--- src/rtl/cad_pkg.sv ---
// Shared types and constants for the CAD engine result path.
package cad_pkg;

    localparam int CAD_RESULT_W = 20;

    typedef logic signed [CAD_RESULT_W-1:0] cad_result_t;

    typedef enum logic {
        SER_IDLE  = 1'b0,
        SER_SHIFT = 1'b1
    } ser_state_e;

endpackage

--- src/rtl/cad_result_serializer_if.sv ---
// Push port and serial output bundle of the CAD result serialiser.
interface cad_result_serializer_if #(
    parameter int RESULT_W = 20,
    parameter int DEPTH    = 4
);
    localparam int LVL_W = $clog2(DEPTH + 1);

    logic                       in_valid;
    logic signed [RESULT_W-1:0] in_data;
    logic                       in_msb_first;
    logic                       in_ready;
    logic                       out_valid;
    logic                       out_value;
    logic                       out_last;
    logic [LVL_W-1:0]           fifo_level;

    modport master (
        output in_valid, in_data, in_msb_first,
        input  in_ready, out_valid, out_value, out_last, fifo_level
    );

    modport slave (
        input  in_valid, in_data, in_msb_first,
        output in_ready, out_valid, out_value, out_last, fifo_level
    );

endinterface

--- src/rtl/cad_sync_fifo.sv ---
// Synchronous FIFO with wrapping power-of-two pointers and a separate level counter.
module cad_sync_fifo #(
    parameter int WIDTH = 21,
    parameter int DEPTH = 4
) (
    input  logic                         clk,
    input  logic                         rst_n,
    input  logic                         push_i,
    input  logic                         pop_i,
    input  logic [WIDTH-1:0]             din_i,
    output logic [WIDTH-1:0]             dout_o,
    output logic                         full_o,
    output logic                         empty_o,
    output logic [$clog2(DEPTH+1)-1:0]   level_o
);
    localparam int PTR_W = $clog2(DEPTH);
    localparam int LVL_W = $clog2(DEPTH + 1);

    logic [WIDTH-1:0] mem_q [DEPTH];
    logic [PTR_W-1:0] wr_ptr_q, wr_ptr_d;
    logic [PTR_W-1:0] rd_ptr_q, rd_ptr_d;
    logic [LVL_W-1:0] level_q, level_d;
    logic             do_push, do_pop;

    assign full_o  = (level_q == LVL_W'(DEPTH));
    assign empty_o = (level_q == '0);
    assign level_o = level_q;
    assign dout_o  = mem_q[rd_ptr_q];
    assign do_push = push_i && !full_o;
    assign do_pop  = pop_i && !empty_o;

    always_comb begin
        wr_ptr_d = wr_ptr_q;
        rd_ptr_d = rd_ptr_q;
        level_d  = level_q;
        if (do_push) wr_ptr_d = wr_ptr_q + PTR_W'(1);
        if (do_pop)  rd_ptr_d = rd_ptr_q + PTR_W'(1);
        unique case ({do_push, do_pop})
            2'b10:   level_d = level_q + LVL_W'(1);
            2'b01:   level_d = level_q - LVL_W'(1);
            default: level_d = level_q;
        endcase
    end

    // Storage is not reset; only pointers and level define validity.
    always_ff @(posedge clk) begin
        if (do_push) mem_q[wr_ptr_q] <= din_i;
    end

    always_ff @(posedge clk or negedge rst_n) begin
        if (!rst_n) begin
            wr_ptr_q <= '0;
            rd_ptr_q <= '0;
            level_q  <= '0;
        end else begin
            wr_ptr_q <= wr_ptr_d;
            rd_ptr_q <= rd_ptr_d;
            level_q  <= level_d;
        end
    end

endmodule

--- src/rtl/cad_result_serializer.sv ---
// Bit-serial output stage: FIFO-buffered results streamed one bit per cycle, gapless.
// Define CAD_SER_PARITY_EN to append an even-parity bit to every result frame.
//
//  state     | meaning
//  SER_IDLE  | nothing shifting; pops the FIFO head as soon as it is non-empty
//  SER_SHIFT | emitting frame bit cnt; reloads from the FIFO on the final bit
module cad_result_serializer
    import cad_pkg::*;
#(
    parameter int RESULT_W = CAD_RESULT_W,
    parameter int DEPTH    = 4
) (
    input  logic                     clk,
    input  logic                     rst_n,
    cad_result_serializer_if.slave   bus_if
);
    localparam int LVL_W = $clog2(DEPTH + 1);
`ifdef CAD_SER_PARITY_EN
    localparam int FRAME_W = RESULT_W + 1;
`else
    localparam int FRAME_W = RESULT_W;
`endif
    localparam int                 CNT_W    = $clog2(FRAME_W);
    localparam logic [CNT_W-1:0]   CNT_LAST = CNT_W'(FRAME_W - 1);
    localparam logic [CNT_W-1:0]   IDX_TOP  = CNT_W'(RESULT_W - 1);

    ser_state_e          state_q, state_d;
    logic [CNT_W-1:0]    cnt_q, cnt_d;
    logic [RESULT_W-1:0] data_q, data_d;
    logic                msb_q, msb_d;
    logic                out_valid_q, out_valid_d;
    logic                out_value_q, out_value_d;
    logic                out_last_q, out_last_d;
    logic [CNT_W-1:0]    bit_idx;

    logic                fifo_pop;
    logic                fifo_full;
    logic                fifo_empty;
    logic [RESULT_W:0]   fifo_dout;
    logic [LVL_W-1:0]    fifo_level;

    cad_sync_fifo #(
        .WIDTH (RESULT_W + 1),
        .DEPTH (DEPTH)
    ) u_fifo (
        .clk     (clk),
        .rst_n   (rst_n),
        .push_i  (bus_if.in_valid),
        .pop_i   (fifo_pop),
        .din_i   ({bus_if.in_msb_first, bus_if.in_data}),
        .dout_o  (fifo_dout),
        .full_o  (fifo_full),
        .empty_o (fifo_empty),
        .level_o (fifo_level)
    );

    assign bus_if.in_ready   = !fifo_full;
    assign bus_if.fifo_level = fifo_level;
    assign bus_if.out_valid  = out_valid_q;
    assign bus_if.out_value  = out_value_q;
    assign bus_if.out_last   = out_last_q;

    always_comb begin
        state_d  = state_q;
        cnt_d    = cnt_q;
        data_d   = data_q;
        msb_d    = msb_q;
        fifo_pop = 1'b0;
        unique case (state_q)
            SER_IDLE: begin
                if (!fifo_empty) begin
                    fifo_pop        = 1'b1;
                    {msb_d, data_d} = fifo_dout;
                    cnt_d           = '0;
                    state_d         = SER_SHIFT;
                end
            end
            SER_SHIFT: begin
                if (cnt_q == CNT_LAST) begin
                    cnt_d = '0;
                    if (!fifo_empty) begin
                        fifo_pop        = 1'b1;
                        {msb_d, data_d} = fifo_dout;
                    end else begin
                        state_d = SER_IDLE;
                    end
                end else begin
                    cnt_d = cnt_q + CNT_W'(1);
                end
            end
            default: state_d = SER_IDLE;
        endcase

        // Output flops are loaded with the bit that the next state will present.
        bit_idx     = msb_d ? (IDX_TOP - cnt_d) : cnt_d;
        out_valid_d = (state_d == SER_SHIFT);
        out_last_d  = out_valid_d && (cnt_d == CNT_LAST);
        out_value_d = out_valid_d && data_d[bit_idx];
`ifdef CAD_SER_PARITY_EN
        if (cnt_d == CNT_LAST) out_value_d = out_valid_d && (^data_d);
`endif
    end

    always_ff @(posedge clk or negedge rst_n) begin
        if (!rst_n) begin
            state_q     <= SER_IDLE;
            cnt_q       <= '0;
            data_q      <= '0;
            msb_q       <= 1'b0;
            out_valid_q <= 1'b0;
            out_value_q <= 1'b0;
            out_last_q  <= 1'b0;
        end else begin
            state_q     <= state_d;
            cnt_q       <= cnt_d;
            data_q      <= data_d;
            msb_q       <= msb_d;
            out_valid_q <= out_valid_d;
            out_value_q <= out_value_d;
            out_last_q  <= out_last_d;
        end
    end

endmodule

--- src/flat_wrapper.sv ---
// flat-port wrapper written by rule: the top's interface ports become plain ports
module cad_result_serializer_flat import cad_pkg::*;
#(
    parameter int RESULT_W = CAD_RESULT_W,
    parameter int DEPTH    = 4
)
  (clk, rst_n, bus_if_in_valid, bus_if_in_data, bus_if_in_msb_first, bus_if_in_ready, bus_if_out_valid, bus_if_out_value, bus_if_out_last, bus_if_fifo_level);
  cad_result_serializer_if #(.RESULT_W(RESULT_W), .DEPTH(DEPTH)) bus_if_i ();
  input  logic clk;
  input  logic rst_n;
  input wire logic [$bits(bus_if_i.in_valid)-1:0] bus_if_in_valid;
  input wire logic [$bits(bus_if_i.in_data)-1:0] bus_if_in_data;
  input wire logic [$bits(bus_if_i.in_msb_first)-1:0] bus_if_in_msb_first;
  output wire logic [$bits(bus_if_i.in_ready)-1:0] bus_if_in_ready;
  output wire logic [$bits(bus_if_i.out_valid)-1:0] bus_if_out_valid;
  output wire logic [$bits(bus_if_i.out_value)-1:0] bus_if_out_value;
  output wire logic [$bits(bus_if_i.out_last)-1:0] bus_if_out_last;
  output wire logic [$bits(bus_if_i.fifo_level)-1:0] bus_if_fifo_level;
  assign bus_if_i.in_valid = bus_if_in_valid;
  assign bus_if_i.in_data = bus_if_in_data;
  assign bus_if_i.in_msb_first = bus_if_in_msb_first;
  assign bus_if_in_ready = bus_if_i.in_ready;
  assign bus_if_out_valid = bus_if_i.out_valid;
  assign bus_if_out_value = bus_if_i.out_value;
  assign bus_if_out_last = bus_if_i.out_last;
  assign bus_if_fifo_level = bus_if_i.fifo_level;
  cad_result_serializer #(.RESULT_W(RESULT_W), .DEPTH(DEPTH)) u_core (.clk(clk), .rst_n(rst_n), .bus_if(bus_if_i));
endmodule
--- config.mk ---
export PLATFORM = sky130hd
export DESIGN_NAME = cad_result_serializer_flat
export DESIGN_NICKNAME = d
export VERILOG_FILES = /design/src/rtl/cad_pkg.sv /design/src/rtl/cad_result_serializer_if.sv /design/src/rtl/cad_sync_fifo.sv /design/src/rtl/cad_result_serializer.sv /design/src/flat_wrapper.sv
export SDC_FILE = /design/constraint.sdc
export NUM_CORES = 1
export LEC_CHECK = 0
export BUFFER_PORTS_ARGS = -buffer_cell sky130_fd_sc_hd__buf_2
export CORE_MARGIN = 3
export CORE_UTILIZATION = 42
export CTS_CLUSTER_DIAMETER = 60
export DETAILED_ROUTE_END_ITERATION = 8
export GPL_ROUTABILITY_DRIVEN = 0
export HOLD_SLACK_MARGIN = 0.08
export PLACE_DENSITY = 0.72
export SETUP_SLACK_MARGIN = 0.2
export SYNTH_ARGS = -nofsm -noshare
export SYNTH_HDL_FRONTEND = slang
export SYNTH_SLANG_ARGS = --single-unit
--- constraint.sdc ---
create_clock -name clk -period 2.7 [get_ports clk]
set_input_delay 0.27 -clock clk [delete_from_list [all_inputs] [get_ports clk]]
set_output_delay 0.27 -clock clk [all_outputs]
set_load 0.1 [all_outputs]
Word level (Yosys, flattened, before mapping)
Memory sizes are Yosys's and may differ from the RTL's.
Index checks and enable logic that the tools add are counted.
W data, S select, Z words.
- word-level logic and storage cells: 51
- RAM bits: 84
- input port bits: 24
- memories kept: 1
- flip-flop bits (word level): 36
- memory list (name ; depth ; bits a word ; read ports ; clocked after memory_dff ; wr ports ; line ; text):
    u_core.u_fifo.mem_q ; 4 ; 21 ; 1 ; 0 ; 1 ; cad_sync_fifo.sv:19 ; logic [WIDTH-1:0] mem_q [DEPTH];
- mux-type cells: 20
- equality and inequality tests: 5
- bitwise logic cells: 1
- order comparisons: 1
- reductions and logical operators: 8
- add/sub/neg operators: 6
- operators by type and width (kind ; count):
    $mux W20 ; 2
    $pmux W20 S2 ; 1
    $mux W5 ; 3
    $eq A5 B5 Y1 const B ; 2
    $pmux W5 S2 ; 1
    $mux W1 ; 8
    $lt A5 B6 Y1 const B ; 1
    $pmux W1 S2 ; 3
    $pmux W3 S2 ; 1
    $add A5 B1 Y5 const B ; 1
    $bmux W1 S5 ; 1
    $sub A5 B5 Y5 const A ; 1
    $add A2 B1 Y2 const B ; 2
    $logic_and A1 B1 Y1 ; 4
    $add A3 B1 Y3 const B ; 1
    $eq A3 B3 Y1 const B ; 1
    $logic_not A3 Y1 ; 1
    $sub A3 B1 Y3 const B ; 1
    $eq A2 B1 Y1 const B ; 1
    $eq A2 B2 Y1 const B ; 1
    $logic_not A1 Y1 ; 2
    $reduce_bool A2 Y1 ; 1
    $not A1 Y1 ; 1

Logic depth before layout (Yosys ltp)
Gate-level depths: netlist of the first run.
- depth in word-level cells: 8
- depth in mapped cells: 13
- gate-level depth less buffers: 10

By module
Synthesis of the first run repeated with hierarchy kept, for this count alone.
- cell total of the unflattened synthesis: 338
- area total of the unflattened synthesis: 5256.3 µm²
- by module, submodules not included (module ; area an instance (µm²) ; times used ; cells an instance ; sequential area each (µm²)):
    cad_sync_fifo ; 3493.4 ; 1 ; 147 ; 2697.6
    cad_result_serializer ; 1762.9 ; 1 ; 191 ; 725.7

Least setup slack after synthesis of the first run
No wires, ideal clock.
- path kind: register -> register
- from: register u_core.u_fifo.level_q[2], in the netlist u_core.u_fifo.level_o[2]
- to: register u_core.u_fifo.level_q[2], in the netlist u_core.u_fifo.level_o[2]
- arrival: 3.531 ns
- period minus slack after synthesis: 3.696 ns
- setup slack: -0.996 ns
- required time: 2.535 ns
- cell stages (with the launch flop): 10
- buffers on the path: 0
- cell sequence: dfrtp_1 -> nand3_1 -> and2_1 -> inv_1 -> ha_1 -> inv_1 -> fa_1 -> xor2_1 -> nor2_1 -> xor2_1
- elaborated cells on any way between the ends: 15
- classes of those cells: add/sub (2); eq/ne (3); mux (4); reduce/logical (6)
- RTL lines (what ; line ; text):
    from (decl) ; cad_sync_fifo.sv:22 ; logic [LVL_W-1:0] level_q, level_d;
    from (signal assigned) ; cad_sync_fifo.sv:58 ; level_q <= level_d;
    $eq A3 B3 Y1 (*) ; cad_sync_fifo.sv:25 ; assign full_o = (level_q == LVL_W'(DEPTH));
    $logic_not A1 Y1 (*) ; n/a ;
    via bus_if_in_ready ; flat_wrapper.sv:14 ; output wire logic [$bits(bus_if_i.in_ready)-1:0] bus_if_in_ready;
    $logic_and A1 B1 Y1 (*) ; cad_sync_fifo.sv:29 ; assign do_push = push_i && !full_o;
    $eq A2 B1 Y1 or $eq A2 B2 Y1 (tied branches) ; cad_sync_fifo.sv:38 ; unique case ({do_push, do_pop})
    $pmux W3 S2 or $reduce_bool A2 Y1 (tied branches) ; n/a ;
The timed path passes the listed nets; every way through them passes the cells marked *.
A chain may end at the register's enable or synchronous reset.

Worst setup path in the final report of the first run
- from: register u_core.u_fifo.level_q[1], in the netlist u_core.u_fifo.level_o[1]
- to: register u_core.out_value_q, in the netlist u_core.bus_if.out_value
- elaborated cells on any way between the ends: 17
- classes of those cells: add/sub (1); mux (14); reduce/logical (2)
- RTL lines (what ; line ; text):
    $logic_not A3 Y1 (*) ; cad_sync_fifo.sv:26 ; assign empty_o = (level_q == '0);
    $mux W20 (*) ; cad_result_serializer.sv:71, cad_result_serializer.sv:81 ;
    $mux W20 ; cad_result_serializer.sv:79 ; if (cnt_q == CNT_LAST) begin
    $pmux W20 S2 (*) ; cad_result_serializer.sv:69 ; unique case (state_q)
    via u_core.data_d[11] ; cad_result_serializer.sv:29 ; logic [RESULT_W-1:0] data_q, data_d;
    $bmux W1 S5 (*) ; cad_result_serializer.sv:98 ; out_value_d = out_valid_d && data_d[bit_idx];
    $mux W1 (not written as such) (*) ; cad_result_serializer.sv:98 ;
    $logic_and A1 B1 Y1 (*) ; cad_result_serializer.sv:98 ;
    via u_core.out_value_d ; cad_result_serializer.sv:32 ; logic out_value_q, out_value_d;
    to (signal assigned) ; cad_result_serializer.sv:119 ; out_value_q <= out_value_d;
    to (decl) ; cad_result_serializer.sv:32 ;
The timed path passes the listed nets; every way through them passes the cells marked *. The select of a mux whose other input is x is not followed.

==> results.sh, run 1 <==
export IMPL_drive_above_1_share_pct=34.6
export IMPL_avgSynthCellArea_um2=17.0
export IMPL_grt_usage_pct=15.5
export IMPL_die_area_um2=13900
export IMPL_via_count=2952
export IMPL_areaGrowthSynthToFinish_pct=28.7
export IMPL_fill_cells=970
export IMPL_synth_most_common_cell="edfxtp_1"
export IMPL_synth_edf_count=84
export IMPL_leakagePower_nw=2.60
export IMPL_clk_pin_slew_ps=60
export IMPL_ys_async_sr_fraction_pct=30.0
export IMPL_finalSetupViolCount=0
export IMPL_rsz0062_at_grt="yes"
export IMPL_final_nets=426
export IMPL_tns_ps=0
export IMPL_status="finished, final reports clean"
export IMPL_cts_tree="yes"
export IMPL_first_pass_iters=4
export IMPL_hold_class="primary input to flop"
export IMPL_grt_antenna_before_repair=0
export IMPL_syn_inst=309
export IMPL_final_max_slew_violation_count=0
export IMPL_yosysSeqAreaShare_pct=65.3
export IMPL_coreArea_um2=12100
export IMPL_yosysTopAreaCell="edfxtp_1"
export IMPL_ir_drop_mv=0.839
export IMPL_relSlewSlack_pct=42.7
export IMPL_synthesis_nets=341
export IMPL_via_per_inst=5.13
export IMPL_worst_pin_slew_ps=860
export IMPL_die_height_um=118
export IMPL_dp_hpwl_um=6600
export IMPL_power_per_cell_area_nw_per_um2=1280
export IMPL_yosysTopAreaCellShare_pct=48.1
export IMPL_initial_utilization_pct=43.3
export IMPL_drv_cap=0
export IMPL_placed_area_um2=5760
export IMPL_wl_per_cell_um=17.7
export IMPL_worstSetupPathType="flop to flop"
export IMPL_fin_crit_ps=2460
export IMPL_grt_pass1_vias=3169
export IMPL_grt_pass1_wl_um=16400
export IMPL_fin_crit_sh_pct=91.2
export IMPL_fin_skew_ps=9.54
export IMPL_io_pins=31
export IMPL_ys_ff_latch=120
export IMPL_synth_flop_cell="edfxtp_1"
export IMPL_syn_area_um2=5250
export IMPL_synth_distinct_cells=61
export IMPL_drt_iter0_markers=118
export IMPL_cts_root_buf="clkbuf_16"
export IMPL_drc=0
export IMPL_rows=40
export IMPL_ys_warn_count=0
export IMPL_fmax_ghz=0.406
export IMPL_cp_start_kind="flop"
export IMPL_synthTopCellsByCount="edfxtp_1, dfrtp_1, mux2i_1"
export IMPL_cts_made_buffers=17
export IMPL_cts_htree_levels=4
export IMPL_crit_fanout=8
export IMPL_r2r_cells=9
export IMPL_hold_violations=0
export IMPL_clk_path_buf_depth=2
export IMPL_grt_overflow_total=0
export IMPL_clock_latency_ps=410
export IMPL_rrSetupSlack_ps=240
export IMPL_num_antenna_cells=0
export IMPL_fp_dieW_um=118
export IMPL_required_ps=2990
export IMPL_clock_sinks=120
export IMPL_fin_area_um2=6750
export IMPL_routed_wl_um=10100
export IMPL_critical_path_arrival_ps=2750
export IMPL_whs_path_depth=1
export IMPL_grt_max_degree=37
export IMPL_endpoint_kind="flop"
export IMPL_io_buffers=30
export IMPL_ys_top_cells_by_area="edfxtp_1, dfrtp_1, mux4_2"
export IMPL_ant_nets=0
-- kinds of logic after synthesis --
group | after synthesis | share of synthesized area, %
adders and majority gates | 8 | 2.05
AOI/OAI and AO/OA | 39 | 6.11
DFF | 120 | 65.3
xor gates and xnor gates | 10 | 1.67
and+or+nand+nor | 44 | 4.70
buffers and inverters | 32 | 2.96
muxes | 56 | 17.3
-- cell type report --
class	instances	area, um2	share of cell area, %
Clock inverter	14	244	3.61
Sequential cell	120	3440	50.9
Tap cell	168	210	3.11
Clock buffer	18	439	6.50
Multi-Input combinational cell	157	1720	25.5
Inverter	22	93.8	1.39
Timing Repair Buffer	76	611	9.04
-- worst max-delay path, cell delays in order, from the launching register on --
cell	delay [ps]
dfrtp_4	500
or3_4	430
o21ai_4	90
clkinv_4	140
mux2_4	330
mux4_2	470
a21oi_1	130
o21ai_1	90
o211ai_2	80
o21ai_1	70
-- where the power goes --
part	switching, mW	total, mW	internal [mW]
clock	0.807	2.57	1.76
combinational	1.77	3.24	1.47
sequential	0.266	2.80	2.54
total	2.85	8.61	5.77
-- what timing repair did --
item                                   CTS  global route
pin swaps                                0             2
setup endpoints to repair                1             1
gates resized for setup                  1            10
gates cloned                             0             0
setup buffers                            2             6
endpoints found under the hold margin  113             0
hold buffers                            21             0
-- per-layer routing --
metal / GRT usage [%] / up-vias / wire [um]
li1: - / 1380 / -
met1: 20.1 / 1494 / 4590
met2: 24.0 / 61 / 4960
met3: 4.90 / 17 / 341
met4: 7.25 / 0 / 263
met5: 0 / - / 0
-- cells in the final DEF (no fill, tap or decap), types with 6 or more instances in the layout --
master	synthesis	layout
mux2i_1	20	19
edfxtp_1	84	84
bufinv_16	0	6
mux4_1	10	10
buf_2	3	30
dfrtp_1	36	31
mux2_2	8	8
buf_4	1	20
nand2_1	13	13
inv_1	18	18
dlygate4sd3_1	0	21
nor2_1	7	7
clkbuf_16	0	17
xnor2_1	8	7
mux4_2	12	12
-- final timing paths --
kind / startpoint / endpoint
max: u_core.u_fifo.level_o[1] / u_core.bus_if.out_value
min: bus_if_in_data[9] / u_core.u_fifo.mem_q[3][9]
max reg2reg: u_core.u_fifo.level_o[1] / u_core.bus_if.out_value
min reg2reg: u_core.data_q[8] / u_core.data_q[8]
max in group asynchronous: rst_n / u_core.u_fifo.level_o[0]
min in group asynchronous: rst_n / u_core.data_q[18]
-- flip-flops by register name, summed over array words and instances (netlist names) --
signal                   count
u_core.u_fifo.wr_ptr_q       2
u_core.msb_q                 1
u_core.u_fifo.rd_ptr_q       2
u_core.data_q               20
u_core.u_fifo.mem_q         84
u_core.state_q               1
u_core.u_fifo.level_o        3
u_core.cnt_q                 5
u_core.bus_if.out_last       1
u_core.bus_if.out_value      1
-- metrics by stage --
stage	setup WS (ps)	utilization (%)	instances	total power, mW	hold WS, ps
floorplan	79.0	-	309	5.08	-25.6
global placement	246	47.6	514	5.81	414
detailed placement	201	47.6	514	5.91	432
CTS	201	55.1	569	8.56	86.3
global route	186	55.8	575	9.08	87.1
finish	238	55.8	575	8.61	101
No activity file was read; power rests on OpenSTA's default activity.
==> inputs of run 2 (changes only) <==
- BUFFER_PORTS_ARGS: -buffer_cell sky130_fd_sc_hd__buf_2 -> -buffer_cell sky130_fd_sc_hd__buf_4
==> results.sh, run 2 (synthesis results as in run 1) <==
export IMPL_cts_tree="yes"
export IMPL_io_pins=31
export IMPL_multiInputGateArea_um2=1720
export IMPL_cts_htree_levels=4
export IMPL_die_area_um2=13900
export IMPL_top_regs="u_core.u_fifo.mem_q (84), u_core.data_q (20), u_core.cnt_q (5)"
export IMPL_regArea_um2=3440
export IMPL_coreArea_um2=12100
export IMPL_rrSetupSlack_ps=260
export IMPL_r2r_cells=9
export IMPL_num_antenna_cells=0
export IMPL_status="finished, final reports clean"
export IMPL_timing_rr_start="u_core.u_fifo.level_o[0]"
export IMPL_die_height_um=118
export IMPL_routed_wl_um=10500
export IMPL_fin_area_um2=6800
export IMPL_grt_max_degree=37
export IMPL_first_pass_iters=5
export IMPL_hold_violations=0
export IMPL_fin_crit_sh_pct=90.2
export IMPL_final_max_slew_violation_count=0
export IMPL_finalPower_mw=8.53
export IMPL_fp_dieW_um=118
export IMPL_relSlewSlack_pct=55.7
export IMPL_wl_per_cell_um=18.3
export IMPL_clk_path_buf_depth=2
export IMPL_required_ps=3040
export IMPL_cts_made_buffers=17
export IMPL_clk_pin_slew_ps=60
export IMPL_power_per_cell_area_nw_per_um2=1260
export IMPL_ant_nets=0
export IMPL_drc=0
export IMPL_largest_reg_flops=84
export IMPL_crit_fanout=13
export IMPL_grt_usage_pct=16.1
export IMPL_via_per_inst=5.20
export IMPL_dp_hpwl_um=6420
export IMPL_rsz0062_at_grt="yes"
export IMPL_final_nets=426
export IMPL_hold_class="primary input to flop"
export IMPL_grt_pass1_vias=3185
export IMPL_crit_end="u_core.bus_if.out_value"
export IMPL_power_frac_comb_pct=38.5
export IMPL_finish_utilization_pct=56.1
export IMPL_p_seq_share_pct=32.8
export IMPL_final_common_cell="edfxtp_1"
export IMPL_fmax_ghz=0.410
export IMPL_placed_area_um2=5800
export IMPL_critical_path_arrival_ps=2770
export IMPL_leakagePower_nw=2.60
export IMPL_fill_cells=959
export IMPL_whs_ps=274
export IMPL_worst_pin_slew_ps=664
export IMPL_fin_crit_ps=2440
export IMPL_ir_drop_mv=0.730
export IMPL_pwr_share_clk_pct=28.8
export IMPL_grt_pass1_wl_um=16800
export IMPL_tns_ps=0
export IMPL_fin_skew_ps=12.4
export IMPL_p_int_mw=5.65
export IMPL_r2r_end="u_core.bus_if.out_value"
export IMPL_finalSetupViolCount=0
export IMPL_initial_utilization_pct=43.3
export IMPL_grt_antenna_before_repair=0
export IMPL_switching_share_pct=33.8
export IMPL_endpoint_kind="flop"
export IMPL_regMostFlops="u_core.u_fifo.mem_q"
export IMPL_via_count=2989
export IMPL_worstSetupPathType="flop to flop"
export IMPL_cts_root_buf="clkbuf_16"
export IMPL_drv_cap=0
export IMPL_cp_start_kind="flop"
export IMPL_drive_above_1_share_pct=34.6
export IMPL_clock_sinks=120
export IMPL_final_cell_mix="edfxtp_1, buf_4, dfrtp_1"
export IMPL_io_buffers=30
export IMPL_critPathLaunch="u_core.u_fifo.level_o[0]"
export IMPL_areaGrowthSynthToFinish_pct=29.5
export IMPL_drt_iter0_markers=241
export IMPL_power_switching_mw=2.88
export IMPL_clock_latency_ps=410
export IMPL_grt_overflow_total=0
export IMPL_rows=40
-- run 2: worst max-delay path, stage by stage (launching register included) --
cell	delay, ps
dfrtp_4	510
or3_4	430
o21ai_4	100
inv_4	100
buf_12	170
mux2_2	240
o31ai_1	70
or4_1	480
o211a_1	140
o21ai_1	110
-- run 2: through the flow --
step                cells  setup WS [ps]
floorplan             309           79.0
global placement      513            204
detailed placement    513            130
CTS                   567            233
global route          575            168
finish                575            264
-- run 2: metal layers --
metal,track usage [%],up-vias,share of wire (%)
met3,5.86,10,4.6
met1,20.6,1535,43
met5,0,-,0
li1,-,1381,-
met4,7.11,0,1.2
met2,24.6,63,51
-- run 2: power groups by stage --
stage / combinational [mW] / clock (mW) / sequential (mW)
2_1_floorplan: 2.10 / 0 / 2.98
3_3_place_gp: 3.01 / 0 / 2.79
3_5_place_dp: 3.06 / 0 / 2.82
4_1_cts: 3.13 / 2.49 / 2.79
5_1_grt: 3.56 / 2.59 / 2.86
6_report: 3.28 / 2.45 / 2.80
-- run 2: area by class of cell --
class / instances / share of cell area (%)
Inverter: 22 / 1.33
Multi-Input combinational cell: 157 / 25.3
Tap cell: 168 / 3.09
Timing Repair Buffer: 76 / 10.1
Clock buffer: 17 / 6.26
Sequential cell: 120 / 50.6
Clock inverter: 15 / 3.30
-- run 2: what timing repair did --
item / CTS / global route
gates cloned: 0 / 1
resized for setup: 4 / 8
endpoints found under the hold margin: 120 / 0
setup endpoints to repair: 2 / 2
pin swaps: 1 / 1
hold buffers: 22 / 0
buffers inserted: 0 / 7
-- run 2: worst min path at each step --
stage	from	end	cells after the start
6_report	bus_if_in_valid	u_core.u_fifo.wr_ptr_q[0]	3
3_5_place_dp	rst_n	u_core.data_q[18]	1
4_1_cts	bus_if_in_valid	u_core.u_fifo.wr_ptr_q[0]	3
3_3_place_gp	rst_n	u_core.data_q[18]	1
5_1_grt	bus_if_in_valid	u_core.u_fifo.wr_ptr_q[0]	3
2_1_floorplan	rst_n	u_core.bus_if.out_last	0
==> inputs of run 3 (changes only) <==
- ABC_AREA: default -> 1
- PLACE_DENSITY: 0.72 -> default
==> results.sh, run 3 <==
export IMPL_crit_slowest_cell="dfrtp_1"
export IMPL_fin_skew_ps=6.09
export IMPL_crit_path_max_incr_delay_ps=430
export IMPL_cts_made_buffers=17
export IMPL_rrSetupSlack_ps=440
export IMPL_drc=0
export IMPL_drive_above_1_share_pct=18.9
export IMPL_crit_chain="ha_1 > nand2_1 > inv_1 > nand2_4 > nand2_4 > nand2_8 > nand2_2 > nand2_1 > nand2_1 > nand2_1 > nand3_1 > nand2_1 > nand2_1 > nand2_1 > nand2_1 > nand2_1 > nor2_1"
export IMPL_hold_violations=0
export IMPL_dp_cells=666
export IMPL_grt_max_degree=43
export IMPL_leakagePower_nw=2.69
export IMPL_layoutNonFillerInstCount=721
export IMPL_crit_end="u_core.bus_if.out_value"
export IMPL_ys_async_sr_fraction_pct=30.0
export IMPL_fmax_ghz=0.442
export IMPL_dr_wl_met3_um=444
export IMPL_ys_top_cells_by_area="edfxtp_1, dfrtp_1, nand2_1"
export IMPL_via_per_inst=4.94
export IMPL_drt_iter0_markers=182
export IMPL_worst_pin_slew_ps=635
export IMPL_final_cell_mix="nand2_1, edfxtp_1, nand3_1"
export IMPL_num_antenna_cells=0
export IMPL_fin_crit_sh_pct=83.7
export IMPL_final_nets=577
export IMPL_top_regs="u_core.u_fifo.mem_q (84), u_core.data_q (20), u_core.cnt_q (5)"
export IMPL_status="finished, final reports clean"
export IMPL_areaGrowthSynthToFinish_pct=23.8
export IMPL_fin_crit_ps=2260
export IMPL_rsz0062_at_grt="no"
export IMPL_highest_signal_layer="met4"
export IMPL_final_common_cell="nand2_1"
export IMPL_yosysTopAreaCell="edfxtp_1"
export IMPL_grt_antenna_before_repair=0
export IMPL_r2r_end="u_core.bus_if.out_value"
export IMPL_routed_wl_um=10800
export IMPL_initial_utilization_pct=44.1
export IMPL_final_max_slew_violation_count=0
export IMPL_dp_hpwl_um=6730
export IMPL_grt_pass1_wl_um=17900
export IMPL_syn_inst=478
export IMPL_critPathLaunch="u_core.cnt_q[1]"
export IMPL_ant_nets=0
export IMPL_ys_ff_latch=120
export IMPL_synth_edf_count=84
export IMPL_clk_pin_slew_ps=50
export IMPL_cp_start_kind="flop"
export IMPL_power_per_cell_area_nw_per_um2=1210
export IMPL_fp_dieW_um=117
export IMPL_grt_pass1_vias=3487
export IMPL_io_pins=31
export IMPL_io_buffers=30
export IMPL_finish_utilization_pct=54.7
export IMPL_die_height_um=117
export IMPL_fill_cells=1024
export IMPL_synthTopCellsByCount="nand2_1, edfxtp_1, nand3_1"
export IMPL_via_count=3562
export IMPL_synth_distinct_cells=31
export IMPL_drv_cap=0
export IMPL_clk_path_buf_depth=2
export IMPL_cp_common_cell="nand2_1"
export IMPL_rows=39
export IMPL_timing_rr_start="u_core.cnt_q[1]"
export IMPL_cts_root_buf="clkbuf_16"
export IMPL_critical_path_arrival_ps=2560
export IMPL_avgSynthCellArea_um2=10.9
export IMPL_tns_ps=0
export IMPL_endpoint_kind="flop"
export IMPL_worstSetupPathType="flop to flop"
export IMPL_regMostFlops="u_core.u_fifo.mem_q"
export IMPL_first_pass_iters=5
export IMPL_coreArea_um2=11800
export IMPL_clock_latency_ps=410
export IMPL_synthesis_nets=510
export IMPL_largest_reg_flops=84
export IMPL_ir_drop_mv=0.531
export IMPL_syn_area_um2=5190
export IMPL_synth_most_common_cell="nand2_1"
export IMPL_yosysTopAreaCellShare_pct=48.6
export IMPL_wl_met1_um=5140
export IMPL_clock_sinks=120
export IMPL_crit_fanout=15
export IMPL_relSlewSlack_pct=57.6
export IMPL_finalSetupViolCount=0
export IMPL_grt_usage_pct=17.6
export IMPL_cts_htree_levels=4
export IMPL_cts_tree="yes"
export IMPL_grt_overflow_total=0
export IMPL_wl_per_cell_um=15.0
export IMPL_die_area_um2=13700
export IMPL_wl_met2_um=5040
export IMPL_synth_flop_cell="edfxtp_1"
export IMPL_ys_warn_count=0
export IMPL_r2r_cells=17
export IMPL_hold_class="primary input to flop"
export IMPL_yosysSeqAreaShare_pct=65.9
export IMPL_required_ps=3000
run 3: per-layer routing:
layer,up-vias,global-route usage (%)
met3,12,5.35
li1,1761,-
met5,-,0
met1,1703,23.1
met4,0,8.18
met2,86,26.9
run 3: repair_timing:
action                     4_1_cts  5_1_grt
hold buffers                    22        0
setup buffers                    0        1
hold endpoints to repair       120        0
setup endpoints to repair        0        1
resized for setup                0        6
run 3: final cells by class:
type                    instances  area [um2]  area share [%]
flip-flops and latches        120        3430            53.3
multi-input cells             315        1620            25.1
repair buffers                 64         536            8.33
clock buffers                  20         437            6.79
well taps                     164         205            3.19
clock inverters                11         108            1.67
inverters                      27         101            1.58
run 3: cells by family after synthesis:
kind of cell | Yosys count | share of synthesized area, %
buf+inv | 44 | 4.15
simple gates | 259 | 22.2
flops | 120 | 65.9
compound gates | 41 | 4.65
fa+ha+maj | 8 | 2.07
xor+xnor | 6 | 1.01
run 3: per-stage QoR:
| stage | hold WS (ps) | power [mW] | instance area, um2 | setup WS (ps) |
|---|---|---|---|---|
| global route | 309 | 8.32 | 6430 | 227 |
| detailed placement | 263 | 5.63 | 5610 | 305 |
| floorplan | -25.6 | 4.87 | 5220 | 212 |
| finish | 292 | 7.75 | 6430 | 440 |
| global placement | 255 | 5.56 | 5610 | 376 |
| CTS | 279 | 7.75 | 6380 | 288 |
run 3: power breakdown:
part	total (mW)	switching, mW	internal, mW
Combinational	2.94	2.03	0.915
Clock	2.07	0.739	1.33
Sequential	2.73	0.213	2.52
Total	7.75	2.98	4.77
run 3: critical path, delay by kind of cell, from the launching register on:
kind	cells	cell delay, ps
AND/OR/NAND/NOR	15	1430
flip-flops	1	430
adder cells (fa/ha/maj)	1	240
buffers and inverters	1	60
run 3: worst min path at each step:
stage / start / to / slack (ps) / cells past startpoint
final: bus_if_in_valid / u_core.u_fifo.wr_ptr_q[1] / 290 / 3
after global routing: bus_if_in_valid / u_core.u_fifo.wr_ptr_q[0] / 310 / 3
after CTS: bus_if_in_valid / u_core.u_fifo.wr_ptr_q[1] / 280 / 3
after detailed placement: rst_n / u_core.state_q / 260 / 1
after global placement: rst_n / u_core.u_fifo.rd_ptr_q[0] / 250 / 1
after floorplan: rst_n / u_core.bus_if.out_last / -30 / 0
